### config.mk
export PLATFORM = sky130hd
export DESIGN_NAME = regfile_wb_arbiter_flat
export DESIGN_NICKNAME = d
export VERILOG_FILES = /design/src/rtl/regfile_wb_arbiter_pkg.sv /design/src/rtl/regfile_wb_arbiter_if.sv /design/src/rtl/wb_rr_arbiter.sv /design/src/rtl/regfile_wb_arbiter.sv /design/src/flat_wrapper.sv
export SDC_FILE = /design/constraint.sdc
export NUM_CORES = 1
export LEC_CHECK = 0
export ABC_AREA = 1
export CAP_MARGIN = 25
export CORE_MARGIN = 5
export CORE_UTILIZATION = 41
export CTS_BUF_LIST = sky130_fd_sc_hd__clkbuf_8 sky130_fd_sc_hd__clkbuf_16
export DETAILED_ROUTE_END_ITERATION = 6
export PLACE_DENSITY = 0.9
export SYNTH_ARGS = -nofsm -noshare
export SYNTH_HDL_FRONTEND = slang
export SYNTH_SLANG_ARGS = --single-unit
### constraint.sdc
create_clock -name clk -period 2.2 [get_ports clk]
set_input_delay 0.44 -clock clk [delete_from_list [all_inputs] [get_ports clk]]
set_output_delay 0.44 -clock clk [all_outputs]
set_load 0.02 [all_outputs]
### src/rtl/regfile_wb_arbiter_pkg.sv
// Shared constants and types for the register-file writeback arbiter.
// The WB_ARB_RR_EN macro (see wb_rr_arbiter) selects round-robin over fixed priority.
package regfile_ctrl_pkg;

  localparam int REQ_LOAD   = 0;
  localparam int REQ_LUI    = 1;
  localparam int REQ_JUMP   = 2;
  localparam int NREQ       = 3;
  localparam int DEF_DATA_W = 32;
  localparam int DEF_ADDR_W = 5;

  typedef logic [NREQ-1:0] req_vec_t;

  typedef enum logic [1:0] {
    SRC_LOAD = 2'd0,
    SRC_LUI  = 2'd1,
    SRC_JUMP = 2'd2
  } req_src_e;

endpackage

### src/rtl/regfile_wb_arbiter_if.sv
// Writeback request, issue and register-file write bundle for regfile_wb_arbiter.
interface regfile_wb_arbiter_if
  import regfile_ctrl_pkg::*;
#(
  parameter int DATA_W = DEF_DATA_W,
  parameter int ADDR_W = DEF_ADDR_W
) ();

  logic [NREQ-1:0]        req_valid;
  logic [NREQ*ADDR_W-1:0] req_addr;
  logic [NREQ*DATA_W-1:0] req_data;
  logic [NREQ-1:0]        req_ready;
  logic                   iss_valid;
  logic [ADDR_W-1:0]      iss_rd;
  logic                   iss_ready;
  logic                   rf_we;
  logic [ADDR_W-1:0]      rf_waddr;
  logic [DATA_W-1:0]      rf_wdata;
  logic [2**ADDR_W-1:0]   busy_vec;

  modport master (
    output req_valid, req_addr, req_data, iss_valid, iss_rd,
    input  req_ready, iss_ready, rf_we, rf_waddr, rf_wdata, busy_vec
  );

  modport slave (
    input  req_valid, req_addr, req_data, iss_valid, iss_rd,
    output req_ready, iss_ready, rf_we, rf_waddr, rf_wdata, busy_vec
  );

endinterface

### src/rtl/wb_rr_arbiter.sv
// Writeback grant logic: round-robin with WB_ARB_RR_EN defined, else fixed load > lui > jump.
// Grant is combinational and forced to zero while rst is high.
module wb_rr_arbiter
  import regfile_ctrl_pkg::*;
(
`ifdef WB_ARB_RR_EN
  input  logic     clk,
`endif
  input  logic     rst,
  input  req_vec_t req_valid,
  output req_vec_t grant
);

`ifdef WB_ARB_RR_EN
  req_src_e ptr, ptr_nxt;

  always_comb begin
    grant   = '0;
    ptr_nxt = ptr;
    if (!rst) begin
      case (ptr)
        SRC_LOAD: begin
          if      (req_valid[0]) grant = 3'b001;
          else if (req_valid[1]) grant = 3'b010;
          else if (req_valid[2]) grant = 3'b100;
        end
        SRC_LUI: begin
          if      (req_valid[1]) grant = 3'b010;
          else if (req_valid[2]) grant = 3'b100;
          else if (req_valid[0]) grant = 3'b001;
        end
        default: begin
          if      (req_valid[2]) grant = 3'b100;
          else if (req_valid[0]) grant = 3'b001;
          else if (req_valid[1]) grant = 3'b010;
        end
      endcase
      // Pointer moves just past the winner so it gets lowest priority next time.
      if      (grant[REQ_LOAD]) ptr_nxt = SRC_LUI;
      else if (grant[REQ_LUI])  ptr_nxt = SRC_JUMP;
      else if (grant[REQ_JUMP]) ptr_nxt = SRC_LOAD;
    end
  end

  always_ff @(posedge clk) begin
    if (rst) ptr <= SRC_LOAD;
    else     ptr <= ptr_nxt;
  end
`else
  always_comb begin
    grant = '0;
    if (!rst) begin
      if      (req_valid[REQ_LOAD]) grant[REQ_LOAD] = 1'b1;
      else if (req_valid[REQ_LUI])  grant[REQ_LUI]  = 1'b1;
      else if (req_valid[REQ_JUMP]) grant[REQ_JUMP] = 1'b1;
    end
  end
`endif

endmodule

### src/rtl/regfile_wb_arbiter.sv
// Register-file writeback arbiter with busy scoreboard and registered write port.
// Arbitration mode set by WB_ARB_RR_EN (round-robin when defined, fixed priority otherwise).
module regfile_wb_arbiter
  import regfile_ctrl_pkg::*;
#(
  parameter int DATA_W = DEF_DATA_W,
  parameter int ADDR_W = DEF_ADDR_W
) (
  input logic             clk,
  input logic             rst,
  regfile_wb_arbiter_if.slave bus
);

  localparam int NREG = 2**ADDR_W;

  req_vec_t          grant;
  logic              xfer;
  logic              iss_fire;
  logic [ADDR_W-1:0] sel_addr;
  logic [DATA_W-1:0] sel_data;
  logic [NREG-1:0]   busy_q, busy_nxt;
  logic              we_q;
  logic [ADDR_W-1:0] waddr_q;
  logic [DATA_W-1:0] wdata_q;

  wb_rr_arbiter u_arb (
`ifdef WB_ARB_RR_EN
    .clk       (clk),
`endif
    .rst       (rst),
    .req_valid (bus.req_valid),
    .grant     (grant)
  );

  always_comb begin
    sel_addr = '0;
    sel_data = '0;
    for (int i = 0; i < NREQ; i++) begin
      if (grant[i]) begin
        sel_addr = bus.req_addr[i*ADDR_W +: ADDR_W];
        sel_data = bus.req_data[i*DATA_W +: DATA_W];
      end
    end
  end

  assign xfer          = |grant;
  assign bus.req_ready = grant;
  assign bus.iss_ready = !rst && ((bus.iss_rd == '0) || !busy_q[bus.iss_rd]);
  assign iss_fire      = bus.iss_valid && bus.iss_ready;

  // Clear before set so a same-cycle issue to the written register stays busy.
  always_comb begin
    busy_nxt = busy_q;
    if (xfer)     busy_nxt[sel_addr]   = 1'b0;
    if (iss_fire) busy_nxt[bus.iss_rd] = 1'b1;
    busy_nxt[0] = 1'b0;
  end

  always_ff @(posedge clk) begin
    if (rst) begin
      busy_q  <= '0;
      we_q    <= 1'b0;
      waddr_q <= '0;
      wdata_q <= '0;
    end else begin
      busy_q <= busy_nxt;
      we_q   <= xfer && (sel_addr != '0);
      if (xfer && (sel_addr != '0)) begin
        waddr_q <= sel_addr;
        wdata_q <= sel_data;
      end
    end
  end

  assign bus.rf_we    = we_q;
  assign bus.rf_waddr = waddr_q;
  assign bus.rf_wdata = wdata_q;
  assign bus.busy_vec = busy_q;

endmodule

### src/flat_wrapper.sv
// flat-port wrapper written by rule: the top's interface ports become plain ports
module regfile_wb_arbiter_flat import regfile_ctrl_pkg::*;
#(
  parameter int DATA_W = DEF_DATA_W,
  parameter int ADDR_W = DEF_ADDR_W
)
  (clk, rst, bus_req_valid, bus_req_addr, bus_req_data, bus_iss_valid, bus_iss_rd, bus_req_ready, bus_iss_ready, bus_rf_we, bus_rf_waddr, bus_rf_wdata, bus_busy_vec);
  regfile_wb_arbiter_if #(.DATA_W(DATA_W), .ADDR_W(ADDR_W)) bus_i ();
  input logic clk;
  input logic rst;
  input wire logic [$bits(bus_i.req_valid)-1:0] bus_req_valid;
  input wire logic [$bits(bus_i.req_addr)-1:0] bus_req_addr;
  input wire logic [$bits(bus_i.req_data)-1:0] bus_req_data;
  input wire logic [$bits(bus_i.iss_valid)-1:0] bus_iss_valid;
  input wire logic [$bits(bus_i.iss_rd)-1:0] bus_iss_rd;
  output wire logic [$bits(bus_i.req_ready)-1:0] bus_req_ready;
  output wire logic [$bits(bus_i.iss_ready)-1:0] bus_iss_ready;
  output wire logic [$bits(bus_i.rf_we)-1:0] bus_rf_we;
  output wire logic [$bits(bus_i.rf_waddr)-1:0] bus_rf_waddr;
  output wire logic [$bits(bus_i.rf_wdata)-1:0] bus_rf_wdata;
  output wire logic [$bits(bus_i.busy_vec)-1:0] bus_busy_vec;
  assign bus_i.req_valid = bus_req_valid;
  assign bus_i.req_addr = bus_req_addr;
  assign bus_i.req_data = bus_req_data;
  assign bus_i.iss_valid = bus_iss_valid;
  assign bus_i.iss_rd = bus_iss_rd;
  assign bus_req_ready = bus_i.req_ready;
  assign bus_iss_ready = bus_i.iss_ready;
  assign bus_rf_we = bus_i.rf_we;
  assign bus_rf_waddr = bus_i.rf_waddr;
  assign bus_rf_wdata = bus_i.rf_wdata;
  assign bus_busy_vec = bus_i.busy_vec;
  regfile_wb_arbiter #(.DATA_W(DATA_W), .ADDR_W(ADDR_W)) u_core (.clk(clk), .rst(rst), .bus(bus_i));
endmodule
Yosys cells after proc, flatten, opt, wreduce, memory -nomap -nowiden --
Cells that the tools add are included.
Storage, ports and cells: register bits 70, bits of input ports 122, logic and storage cells 43
Operators by class: order comparisons 4, muxes and demuxes 20, bitwise logic cells 3, reductions and logical operators 11
Operators with widths (count):
- 2-to-1 mux 32 bit | 5
- AND 32 bit | 1
- NOT 32 bit | 1
- OR 32 bit | 1
- 2-to-1 mux 5 bit | 3
- less-than comparator 5 x 6 -> 1 bit, second input constant | 2
- demux 1 bit (select 5 bit) | 2
- >= comparator 5 x 1 -> 1 bit, second input constant | 2
- 2-to-1 mux 1 bit | 7
- binary-select mux 1 bit (select 5 bit) | 1
- logical AND 1 bit | 5
- logical NOT 5 bit | 1
- nonzero test 5 bit | 1
- 2-to-1 mux 3 bit | 1
- OR reduction 3 bit | 1
- logical NOT 1 bit | 2
- 2-to-1 mux 2 bit | 1
- logical OR 1 bit | 1

Logic depth before layout (Yosys ltp) --
depth in word-level cells 16, gate-level depth with buffers 15, mapped depth without buffers 13

By module --
Synthesis repeated with hierarchy kept, for this count alone.
Unflattened totals: cells, all modules 607, area total of the unflattened synthesis 4229.1 sq um
By module, submodules not included:
- regfile_wb_arbiter | instances 1, cells an instance 599, area an instance 4199.0 sq um, seq. area each 1381.3 sq um
- wb_rr_arbiter | instances 1, cells an instance 8, area an instance 30.0 sq um, seq. area each 0.0 sq um

Worst setup path before layout --
Ideal clock, no wire load.
path type in2out, start input bus_iss_rd[0], end output bus_iss_ready, arrival time 1.494 ns, data required time 1.760 ns, slack 0.266 ns, cell stages on the path 12, path through buf_6 inv_4 buf_6 nor2_1 nand2_1 nand3_1 nand2_1 nand2_1 nor2_1 nand2_1 nor2_4 buf_6
On the way: cells in the longest elaborated chain, start to end 5, elaborated cells between the ends (all ways) 6
RTL lines:
- from (decl) | RTL line flat_wrapper.sv:15 | input wire logic [$bits(bus_i.iss_rd)-1:0] bus_iss_rd;
- binary-select mux 1 bit (select 5 bit) | RTL line regfile_wb_arbiter.sv:48 | assign bus.iss_ready = !rst && ((bus.iss_rd == '0) || !busy_q[bus.iss_rd]);
- 2-to-1 mux 1 bit (implied by the code) | RTL line regfile_wb_arbiter.sv:48
- logical NOT 1 bit | RTL line regfile_wb_arbiter.sv:48
- logical OR 1 bit * | RTL line regfile_wb_arbiter.sv:48
- logical AND 1 bit * | RTL line regfile_wb_arbiter.sv:48
- to (decl) | RTL line flat_wrapper.sv:17 | output wire logic [$bits(bus_i.iss_ready)-1:0] bus_iss_ready;
Every way passes the cells marked *; elsewhere a longest branch is shown, timed or not. The select of a mux whose other input is x is not followed.

Final worst setup path --
start input bus_req_valid[0], end output bus_req_ready[1]
On the way: cells in the longest elaborated chain, start to end 2
RTL lines:
- from (decl) | RTL line flat_wrapper.sv:11 | input wire logic [$bits(bus_i.req_valid)-1:0] bus_req_valid;
- 2-to-1 mux 2 bit | RTL line wb_rr_arbiter.sv:53 | if (req_valid[REQ_LOAD]) grant[REQ_LOAD] = 1'b1;
- 2-to-1 mux 3 bit | RTL line wb_rr_arbiter.sv:52 | if (!rst) begin
- to (decl) | RTL line flat_wrapper.sv:16 | output wire logic [$bits(bus_i.req_ready)-1:0] bus_req_ready;
No other way between the ends.

==> qor.yml <==
status: "finished clean"
crit_chain: "clkdlybuf4s50_1 -> nor2_2 -> nand2_2 -> inv_2 -> dlygate4sd2_1"
synth_mux_area_frac: 0
grt_max_degree: 37
place_ws_ns: -0.6348
finClkSkew_ns: 0.009832
first_iter_violations: 236
place_hpwl_mm: 11.34
htreeDepth: 3
path_clk_slew_ns: 0.07
n_fill_cell: 750
vias: 5062
cts_sinks: 69
critPathMaxFanout: 6
p_sw_mw: 1.060
fp.dieW_um: 107.6
cts.root.buffer_cell: "clkbuf_8"
comb_power_share: 0.285
rows: 35
gr-total-overflow: 0
grt_pass1_wl_mm: 22.96
syn_avg_cell_area_sq_um: 6.119
synth-xor-area-share: 0
fin_area_sq_mm: 0.006578
arrival_ns: 1.63
cap_violations: 0
portBuffers: 194
p_leak_nw: 2.828
synth_fp_nets: 760
wl_per_cell_um: 14.65
coreArea_sq_mm: 0.009240
cts_buffer_depth: 2
clockPowerShare: 0.341
power.share.sequential: 0.374
ir_drop_mv: 0.3647
yosysWarningCount: 0
endpoint_kind: "output pin"
seq_area_sq_mm: 0.001381
period_share: 0.9423
yosys.area_share.adder: 0
cts_tree: "built"
drive_gt1_frac: 0.1338
placed_cell_area_sq_mm: 0.006232
syn-cell-area_sq_mm: 0.003904
diodes: 0
synth_compound_area_frac: 0.1269
multi_input_comb_area_sq_mm: 0.002256
io_pins: 196
syn_inst: 638
die_h_um: 107.6
drc_errors: 0
rsz0062_at_grt: "false"
cts_buffers: 9
ant_nets: 0
hold_class: "register to register"
hold_violations: 0
globalplace.congestion: 0.9565
wl_mm: 14.59
antenna_found_initial: 0
grt_usage: 0.2483
hold_buffers: 0
hold_ws_ns: 0.4650
ys_ff_latch: 69
die_area_sq_mm: 0.01157
internal-power_mw: 2.599
p_per_area_mw_per_mm2: 556.4
synth_cell_types: 22
max_freq_ghz: 0.4824
rrSetupSlack_ns: 0.48
dr.pass1.iters: 5
start_kind: "primary input"
crit_type: "primary input to output pin"
required_ns: 1.76
area_growth_pct: 68.49
switching_share: 0.2898
final_max_slew_viol_count: 0
grt_pass1_vias: 4761
clkLatencyLatePin_ns: 0.34
setup_ws_ns: 0.1268
finalSetupViolCount: 0
final_common_cell: "nand2_1"
start_util: 0.4225
synth_top_family_by_area: "simple AND/OR/NAND/NOR gates"
ys_seq_area_frac: 0.3538
final_cell_mix: "nand2_1 (201), clkdlybuf4s50_1 (184), nor2_1 (108)"
cp_slowest_cell: "clkdlybuf4s50_1"
synthSimpleGateAreaFrac: 0.4304
nNetsFinal: 984
cp_slowest_stage_delay_ns: 0.44
viasPerCell: 5.082
layout_min_cycle_time_ns: 2.073
[state kept, by name (all words and copies together), names as in the netlist]
signal               count
u_core.bus.busy_vec     31
u_core.bus.rf_we         1
u_core.bus.rf_waddr      5
u_core.bus.rf_wdata     32
[synth_stat cells]
cell type  count  share of area
buf_2          5         0.0064
inv_4          1         0.0016
nor2_4         2         0.0058
buf_4          1         0.0019
nor2_2         4         0.0064
nand2_1      203           0.20
nand2_2        4         0.0064
o21ai_0       38          0.049
a21oi_1       36          0.046
nand3b_2       1         0.0029
conb_1         1        0.00096
o21ai_1       25          0.032
clkbuf_1      16          0.015
inv_2          9         0.0087
inv_1         26          0.025
dfxtp_1       69           0.35
buf_1          3         0.0029
nor3_1         8          0.010
nand3_1       59          0.076
nor2_1       109           0.10
nand3_2        9          0.023
buf_6          9          0.026
[power groups by stage]
| stage | Sequential (mW) | Combinational [mW] | Clock [mW] |
|---|---|---|---|
| 2_1_floorplan | 1.49 | 0.352 | 0 |
| 3_3_place_gp | 1.39 | 1.00 | 0 |
| 3_5_place_dp | 1.40 | 1.02 | 0 |
| 4_1_cts | 1.37 | 1.02 | 1.27 |
| 5_1_grt | 1.38 | 1.11 | 1.33 |
| 6_report | 1.37 | 1.04 | 1.25 |
[area by class of cell]
cell class                      count  area share
Clock buffer                        9     0.01883
Tap cell                          129     0.02454
Timing Repair Buffer              247      0.3654
Multi-Input combinational cell    499      0.3430
Sequential cell                    69      0.2100
Inverter                           36     0.02092
Clock inverter                      7     0.01731
[worst max-delay path, delay by kind of cell]
kind	cells	cell delay, ns
buffers and inverters	3	0.94
AND/OR/NAND/NOR	2	0.24
[per-stage QoR]
step | util | power, mW | TNS [ns] | cells
floorplan | - | 1.845 | 0 | 638
global placement | 0.6745 | 2.398 | -16.33 | 976
detailed placement | 0.6745 | 2.414 | -18.30 | 976
CTS | 0.7014 | 3.658 | -0.1908 | 992
finish | 0.7118 | 3.660 | 0 | 996
global route | 0.7118 | 3.825 | 0 | 996
[worst paths after layout]
check             cells after the start                                  end                           startpoint
hold reg to reg                       2  u_core.bus.rf_waddr[3]$_SDFFE_PP0P_  u_core.bus.rf_waddr[3]$_SDFFE_PP0P_
hold / removal                        2  u_core.bus.rf_waddr[3]$_SDFFE_PP0P_  u_core.bus.rf_waddr[3]$_SDFFE_PP0P_
setup / recovery                      5                     bus_req_ready[1]                     bus_req_valid[0]
setup reg to reg                     12   u_core.bus.busy_vec[13]$_SDFF_PP0_   u_core.bus.busy_vec[22]$_SDFF_PP0_
[per-layer routing]
metal	part of all wire	GRT usage	wire, um
met2	0.49	0.4343	7217
met1	0.36	0.2696	5236
met4	0.037	0.1289	542
met5	0	0	0
met3	0.11	0.07319	1596
[cell families after synthesis]
group | Yosys count
and+or+nand+nor | 399
AOI/OAI and AO/OA | 99
buffers and inverters | 70
DFF | 69
other | 1
[timing repair]
| item | in CTS | in global routing |
|---|---|---|
| resized for setup | 10 | 30 |
| pin swaps | 0 | 5 |
| setup endpoints to repair | 4 | 48 |
| buffers inserted | 0 | 4 |
No activity file was read; power rests on OpenSTA's default activity.
